$ cat config.mk
export PLATFORM = sky130hd
export DESIGN_NAME = interpolator_10x
export DESIGN_NICKNAME = d
export VERILOG_FILES = /design/src/rtl/interpolator_10x.sv
export SDC_FILE = /design/constraint.sdc
export NUM_CORES = 1
export LEC_CHECK = 0
export CORE_UTILIZATION = 40
export DETAILED_ROUTE_END_ITERATION = 8
export PLACE_DENSITY_LB_ADDON = 0.2
export SYNTH_ARGS = -nofsm -noshare
export SYNTH_HDL_FRONTEND = slang
export SYNTH_SLANG_ARGS = --single-unit
$ cat constraint.sdc
create_clock -name clk -period 16 [get_ports clk]
set_input_delay 3.2 -clock clk [delete_from_list [all_inputs] [get_ports clk]]
set_output_delay 3.2 -clock clk [all_outputs]
set_load 0.03 [all_outputs]
$ cat src/rtl/interpolator_10x.sv
// Ten-phase linear interpolator: per frame, produces y_k = round((x0*(10-k) + x1*k) / 10), k=0..9,
// and publishes all ten values together with a one-clock end_stage pulse.
module interpolator_10x (
  input  logic       clk,
  input  logic       rst,
  input  logic       clk_en,
  input  logic       clk_en_10x,
  input  logic [7:0] sample_x0,
  input  logic [7:0] sample_x1,
  output logic       end_stage,
  output logic [7:0] sample_y0,
  output logic [7:0] sample_y1,
  output logic [7:0] sample_y2,
  output logic [7:0] sample_y3,
  output logic [7:0] sample_y4,
  output logic [7:0] sample_y5,
  output logic [7:0] sample_y6,
  output logic [7:0] sample_y7,
  output logic [7:0] sample_y8,
  output logic [7:0] sample_y9
);

  localparam int unsigned DW = 8;
  localparam int unsigned NS = 10;
  localparam int unsigned KW = 4;
  localparam int unsigned AW = 12;
  localparam int unsigned PW = 25;

  typedef enum logic {IDLE, BUSY} state_t;

  state_t          state_q, state_d;
  logic [KW-1:0]   k_q, k_d;
  logic [DW-1:0]   x0_q, x0_d;
  logic [DW-1:0]   x1_q, x1_d;
  logic [DW-1:0]   w_q [NS];
  logic [DW-1:0]   w_d [NS];
  logic [DW-1:0]   y_q [NS];
  logic [DW-1:0]   y_d [NS];
  logic            end_stage_q, end_stage_d;

  logic [KW-1:0]   k_nx;
  logic [AW-1:0]   num;
  logic [DW-1:0]   wk;

  // Weighted sum for the next step, then /10 as *6554>>16 (exact for num < 16384).
  always_comb begin
    k_nx = k_q + KW'(1);
    num  = AW'(AW'(x0_q) * AW'(KW'(10) - k_nx)) + AW'(AW'(x1_q) * AW'(k_nx)) + AW'(5);
    wk   = DW'((PW'(num) * PW'(6554)) >> 16);
  end

  always_comb begin
    state_d     = state_q;
    k_d         = k_q;
    x0_d        = x0_q;
    x1_d        = x1_q;
    w_d         = w_q;
    y_d         = y_q;
    end_stage_d = 1'b0;
    if (clk_en) begin
      // A new frame always wins, including over a simultaneous step or an unfinished frame.
      x0_d    = sample_x0;
      x1_d    = sample_x1;
      k_d     = '0;
      w_d[0]  = sample_x0;
      state_d = BUSY;
    end else if (state_q == BUSY && clk_en_10x) begin
      w_d[k_nx] = wk;
      k_d       = k_nx;
      if (k_nx == KW'(9)) begin
        for (int i = 0; i < 9; i++) y_d[i] = w_q[i];
        y_d[9]      = wk;
        end_stage_d = 1'b1;
        k_d         = '0;
        state_d     = IDLE;
      end
    end
  end

  always_ff @(posedge clk or negedge rst) begin
    if (!rst) begin
      state_q     <= IDLE;
      k_q         <= '0;
      x0_q        <= '0;
      x1_q        <= '0;
      end_stage_q <= 1'b0;
      for (int i = 0; i < NS; i++) begin
        w_q[i] <= '0;
        y_q[i] <= '0;
      end
    end else begin
      state_q     <= state_d;
      k_q         <= k_d;
      x0_q        <= x0_d;
      x1_q        <= x1_d;
      end_stage_q <= end_stage_d;
      w_q         <= w_d;
      y_q         <= y_d;
    end
  end

  assign end_stage = end_stage_q;
  assign sample_y0 = y_q[0];
  assign sample_y1 = y_q[1];
  assign sample_y2 = y_q[2];
  assign sample_y3 = y_q[3];
  assign sample_y4 = y_q[4];
  assign sample_y5 = y_q[5];
  assign sample_y6 = y_q[6];
  assign sample_y7 = y_q[7];
  assign sample_y8 = y_q[8];
  assign sample_y9 = y_q[9];

endmodule

==> impl_metrics.prom <==
# TYPE chip_impl_metric gauge
chip_impl_info{name="run_status",value="complete, no violations"} 1
chip_impl_metric{name="number_of_flip_flops_in_the_largest_register",unit=""} 72
chip_impl_metric{name="grt_antenna_before_repair",unit=""} 0
chip_impl_metric{name="detailroute.via_count",unit=""} 7593
chip_impl_info{name="synthMostInstantiatedCell",value="sky130_fd_sc_hd__nand2_1"} 1
chip_impl_metric{name="placement_rows",unit=""} 61
chip_impl_metric{name="htree_num_levels",unit=""} 4
chip_impl_metric{name="die_boundary_width",unit="µm"} 171
chip_impl_metric{name="grt_first_pass_wirelength",unit="µm"} 42300
chip_impl_metric{name="synth.yosys.warnings",unit=""} 0
chip_impl_metric{name="io_buffers",unit=""} 100
chip_impl_metric{name="max-cap-violations",unit=""} 0
chip_impl_metric{name="async_reset_ff_share",unit="%"} 100
chip_impl_metric{name="dr.pass1.iters",unit=""} 4
chip_impl_metric{name="dieArea",unit="µm²"} 29200
chip_impl_metric{name="n_antenna_cell",unit=""} 0
chip_impl_metric{name="required",unit="ps"} 16360
chip_impl_metric{name="routability_driven_placement_congestion_ratio",unit=""} 0.829
chip_impl_metric{name="cts-hold-fix-buffers",unit=""} 0
chip_impl_metric{name="detail_route.wl_per_cell",unit="µm"} 15.8
chip_impl_metric{name="fin_skew",unit="ps"} 11.8
chip_impl_metric{name="final-setup-viol-count",unit=""} 0
chip_impl_metric{name="finalSetupTns",unit="ps"} 0
chip_impl_metric{name="cts.reportedPaths.clkPinSlew",unit="ps"} 70
chip_impl_metric{name="nets",unit=""} 1424
chip_impl_info{name="setup.worst_path.end_class",value="flop"} 1
chip_impl_info{name="min_path_type",value="flop to flop"} 1
chip_impl_info{name="critical_path.reg2reg.endpoint",value="w_q[62]"} 1
chip_impl_info{name="clock-root-buffer",value="sky130_fd_sc_hd__clkbuf_16"} 1
chip_impl_metric{name="design.portCount",unit=""} 101
chip_impl_info{name="tritoncts",value="built"} 1
chip_impl_info{name="timing.critical_path.from_type",value="flop"} 1
chip_impl_info{name="most_used_standard_cells_in_the_synthesized_netlist",value="sky130_fd_sc_hd__nand2_1, sky130_fd_sc_hd__dfrtp_1, sky130_fd_sc_hd__inv_1, sky130_fd_sc_hd__ha_1, sky130_fd_sc_hd__fa_1"} 1
chip_impl_metric{name="critical-path-max-stage-delay",unit="ps"} 700
chip_impl_metric{name="synth-edff-count",unit=""} 0
chip_impl_info{name="grt_setup_unrepaired",value="no"} 1
chip_impl_metric{name="timing_hold_violations_final",unit=""} 0
chip_impl_info{name="crit-reg2reg-launch",value="k_q[0]"} 1
chip_impl_metric{name="syn_avg_cell_area",unit="µm²"} 10.4
chip_impl_metric{name="drive_gt1_share",unit="%"} 10.5
chip_impl_info{name="hold_path.startpoint",value="w_q[76]"} 1
chip_impl_metric{name="syn-instance-count",unit=""} 1099
chip_impl_metric{name="area_of_the_core",unit="µm²"} 27900
chip_impl_metric{name="global_route.usage.total",unit="%"} 18.8
chip_impl_metric{name="clk_path_buf_depth",unit=""} 2
chip_impl_metric{name="detailedRoute.firstIterationViolations",unit=""} 349
chip_impl_metric{name="detailed_place_hpwl",unit="µm"} 18800
chip_impl_metric{name="vias_in_the_first_global_route",unit=""} 7853
chip_impl_info{name="yosys.area.top_type",value="sky130_fd_sc_hd__dfrtp_1"} 1
chip_impl_metric{name="starting_utilization_of_the_core_area",unit="%"} 40.8
chip_impl_metric{name="grt_start_max_net_pins",unit=""} 105
chip_impl_metric{name="hold_path_depth",unit=""} 2
chip_impl_metric{name="die-height",unit="µm"} 171
chip_impl_metric{name="crit_path_max_fanout",unit=""} 14
chip_impl_metric{name="tritoncts.num_buffers",unit=""} 17
chip_impl_metric{name="globalRoute.totalOverflow",unit=""} 0
chip_impl_metric{name="synth_area",unit="µm²"} 11400
chip_impl_metric{name="area_fraction_of_the_dominant_cell_type_after_synthesis",unit="%"} 38.2
chip_impl_metric{name="area_delta_synth_final",unit="%"} 18.3
chip_impl_metric{name="finalWirelength",unit="µm"} 25200
chip_impl_metric{name="clock_insertion_delay_worst_skew",unit="ps"} 430
chip_impl_metric{name="drtAntennaViolNets",unit=""} 0
chip_impl_info{name="cells_taking_the_most_area_after_synthesis",value="sky130_fd_sc_hd__dfrtp_1, sky130_fd_sc_hd__fa_1, sky130_fd_sc_hd__ha_1"} 1
chip_impl_info{name="cp_common_cell",value="sky130_fd_sc_hd__fa_1"} 1
chip_impl_metric{name="post-route-worst-setup-slack",unit="ps"} 4440
chip_impl_metric{name="synth_seq_cells",unit=""} 174
chip_impl_metric{name="post_cts.repair.setup_buffers",unit=""} 0
chip_impl_info{name="worstSetupPathType",value="flop to flop"} 1
chip_impl_metric{name="final.period_utilization",unit="%"} 72.2
chip_impl_metric{name="worst_r2r_path_depth",unit=""} 34
chip_impl_info{name="timing.critical_path.slowest_stage_cell",value="sky130_fd_sc_hd__xor2_1"} 1
chip_impl_metric{name="synth_seq_area_share",unit="%"} 38.2
chip_impl_metric{name="r2r_slack",unit="ps"} 4440
chip_impl_metric{name="pre_cts_slack",unit="ps"} 4430
chip_impl_metric{name="netlist-cell-type-count",unit=""} 51
chip_impl_metric{name="cts_sinks",unit=""} 174
chip_impl_metric{name="postCtsResizedCells",unit=""} 0
chip_impl_info{name="whs_endpoint",value="sample_y0[4]"} 1
chip_impl_info{name="registers.top_by_ff_count",value="w_q"} 1
chip_impl_metric{name="final_period_minus_worst_setup_slack",unit="ps"} 11560
chip_impl_info{name="synth_ff_type",value="sky130_fd_sc_hd__dfrtp_1"} 1
chip_impl_metric{name="achievable-frequency",unit="MHz"} 86.5
chip_impl_metric{name="drt_drc_violations_left",unit=""} 0
chip_impl_metric{name="via_count_normalized_by_instance_count",unit=""} 4.77
chip_impl_metric{name="timing.final.max_slew_violations",unit=""} 0
chip_impl_metric{name="slew_headroom",unit="%"} 34.5
chip_impl_metric{name="net_count_after_synthesis",unit=""} 1321
chip_impl_metric{name="worstMarginPinSlew",unit="ps"} 979
chip_impl_metric{name="worstPathArrival",unit="ps"} 11920
chip_impl_metric{name="n_fill_cell",unit=""} 2666
-- cells in the final DEF, fill, tap and decap left out, types with 4 or more instances in the layout --
cell	count
sky130_fd_sc_hd__a21o_1	4
sky130_fd_sc_hd__a21oi_1	16
sky130_fd_sc_hd__and2_1	30
sky130_fd_sc_hd__buf_4	9
sky130_fd_sc_hd__clkbuf_16	17
sky130_fd_sc_hd__clkbuf_8	4
sky130_fd_sc_hd__clkdlybuf4s50_1	99
sky130_fd_sc_hd__dfrtp_1	174
sky130_fd_sc_hd__fa_1	86
sky130_fd_sc_hd__ha_1	116
sky130_fd_sc_hd__inv_1	151
sky130_fd_sc_hd__mux2_2	69
sky130_fd_sc_hd__nand2_1	270
sky130_fd_sc_hd__nand3_1	4
sky130_fd_sc_hd__nand4_1	5
sky130_fd_sc_hd__nor2_1	29
sky130_fd_sc_hd__nor2b_1	13
sky130_fd_sc_hd__nor3_1	5
sky130_fd_sc_hd__o21ai_0	26
sky130_fd_sc_hd__xnor2_1	18
sky130_fd_sc_hd__xor2_1	13
-- cell families (layout without fill, tap and decap cells) --
logic type,count (synthesis),after routing,share of synthesized area [%]
buffers and inverters,178,294,5.89
xor gates and xnor gates,37,37,3.43
and+or+nand+nor,367,367,13.6
AOI/OAI and AO/OA,70,70,4.11
DFF,174,174,38.2
muxes,71,71,6.98
adders and majority gates,202,202,27.8
-- cell type report --
cell class	count	area [µm²]	area share, %
Multi-Input combinational cell	747	6390	47.4
Sequential cell	174	4350	32.3
Timing Repair Buffer	109	1070	7.92
Inverter	153	574	4.25
Clock buffer	21	480	3.56
Tap cell	378	473	3.50
Clock inverter	11	153	1.13
-- per-stage QoR --
step | instance area (µm²) | std cells | hold WS (ps) | utilization (%)
final | 13500 | 1593 | 460 | 48.3
after global routing | 13500 | 1593 | 488 | 48.3
after detailed placement | 12900 | 1561 | 450 | 46.1
after floorplan | 11400 | 1099 | 433 | -
after global placement | 12900 | 1561 | 442 | 46.1
after CTS | 13500 | 1593 | 465 | 48.3
-- critical path: cells and delay by family (launching register included) --
| kind | cells | cell delay, ps |
|---|---|---|
| mux | 1 | 280 |
| flops | 1 | 660 |
| xor+xnor | 4 | 1920 |
| simple gates | 4 | 530 |
| fa+ha+maj | 13 | 6100 |
| buf+inv | 5 | 240 |
| compound gates | 7 | 1710 |
-- worst max-delay path by stage --
stage	from	endpoint	slack (ps)	cells after the start
final	k_q[0]	w_q[62]	4440	34
after global routing	k_q[0]	w_q[14]	3570	33
after CTS	k_q[0]	w_q[30]	4400	33
after detailed placement	k_q[0]	w_q[30]	4430	33
after global placement	k_q[0]	sample_y9[6]	4670	34
after floorplan	k_q[0]	sample_y9[7]	6090	34
-- per-layer routing --
layer,vias up,part of all wire [%],wire length [µm],track usage [%]
met4,0,1.6,403,4.81
met5,-,0,0,0
met2,109,46,11500,29.0
met1,3788,50,12500,27.2
met3,21,3.3,837,3.49
li1,3675,-,-,-
Power is left out: the tool's default activity adds up to more than one toggle a clock period on the data nets, which glitch-free logic cannot reach.
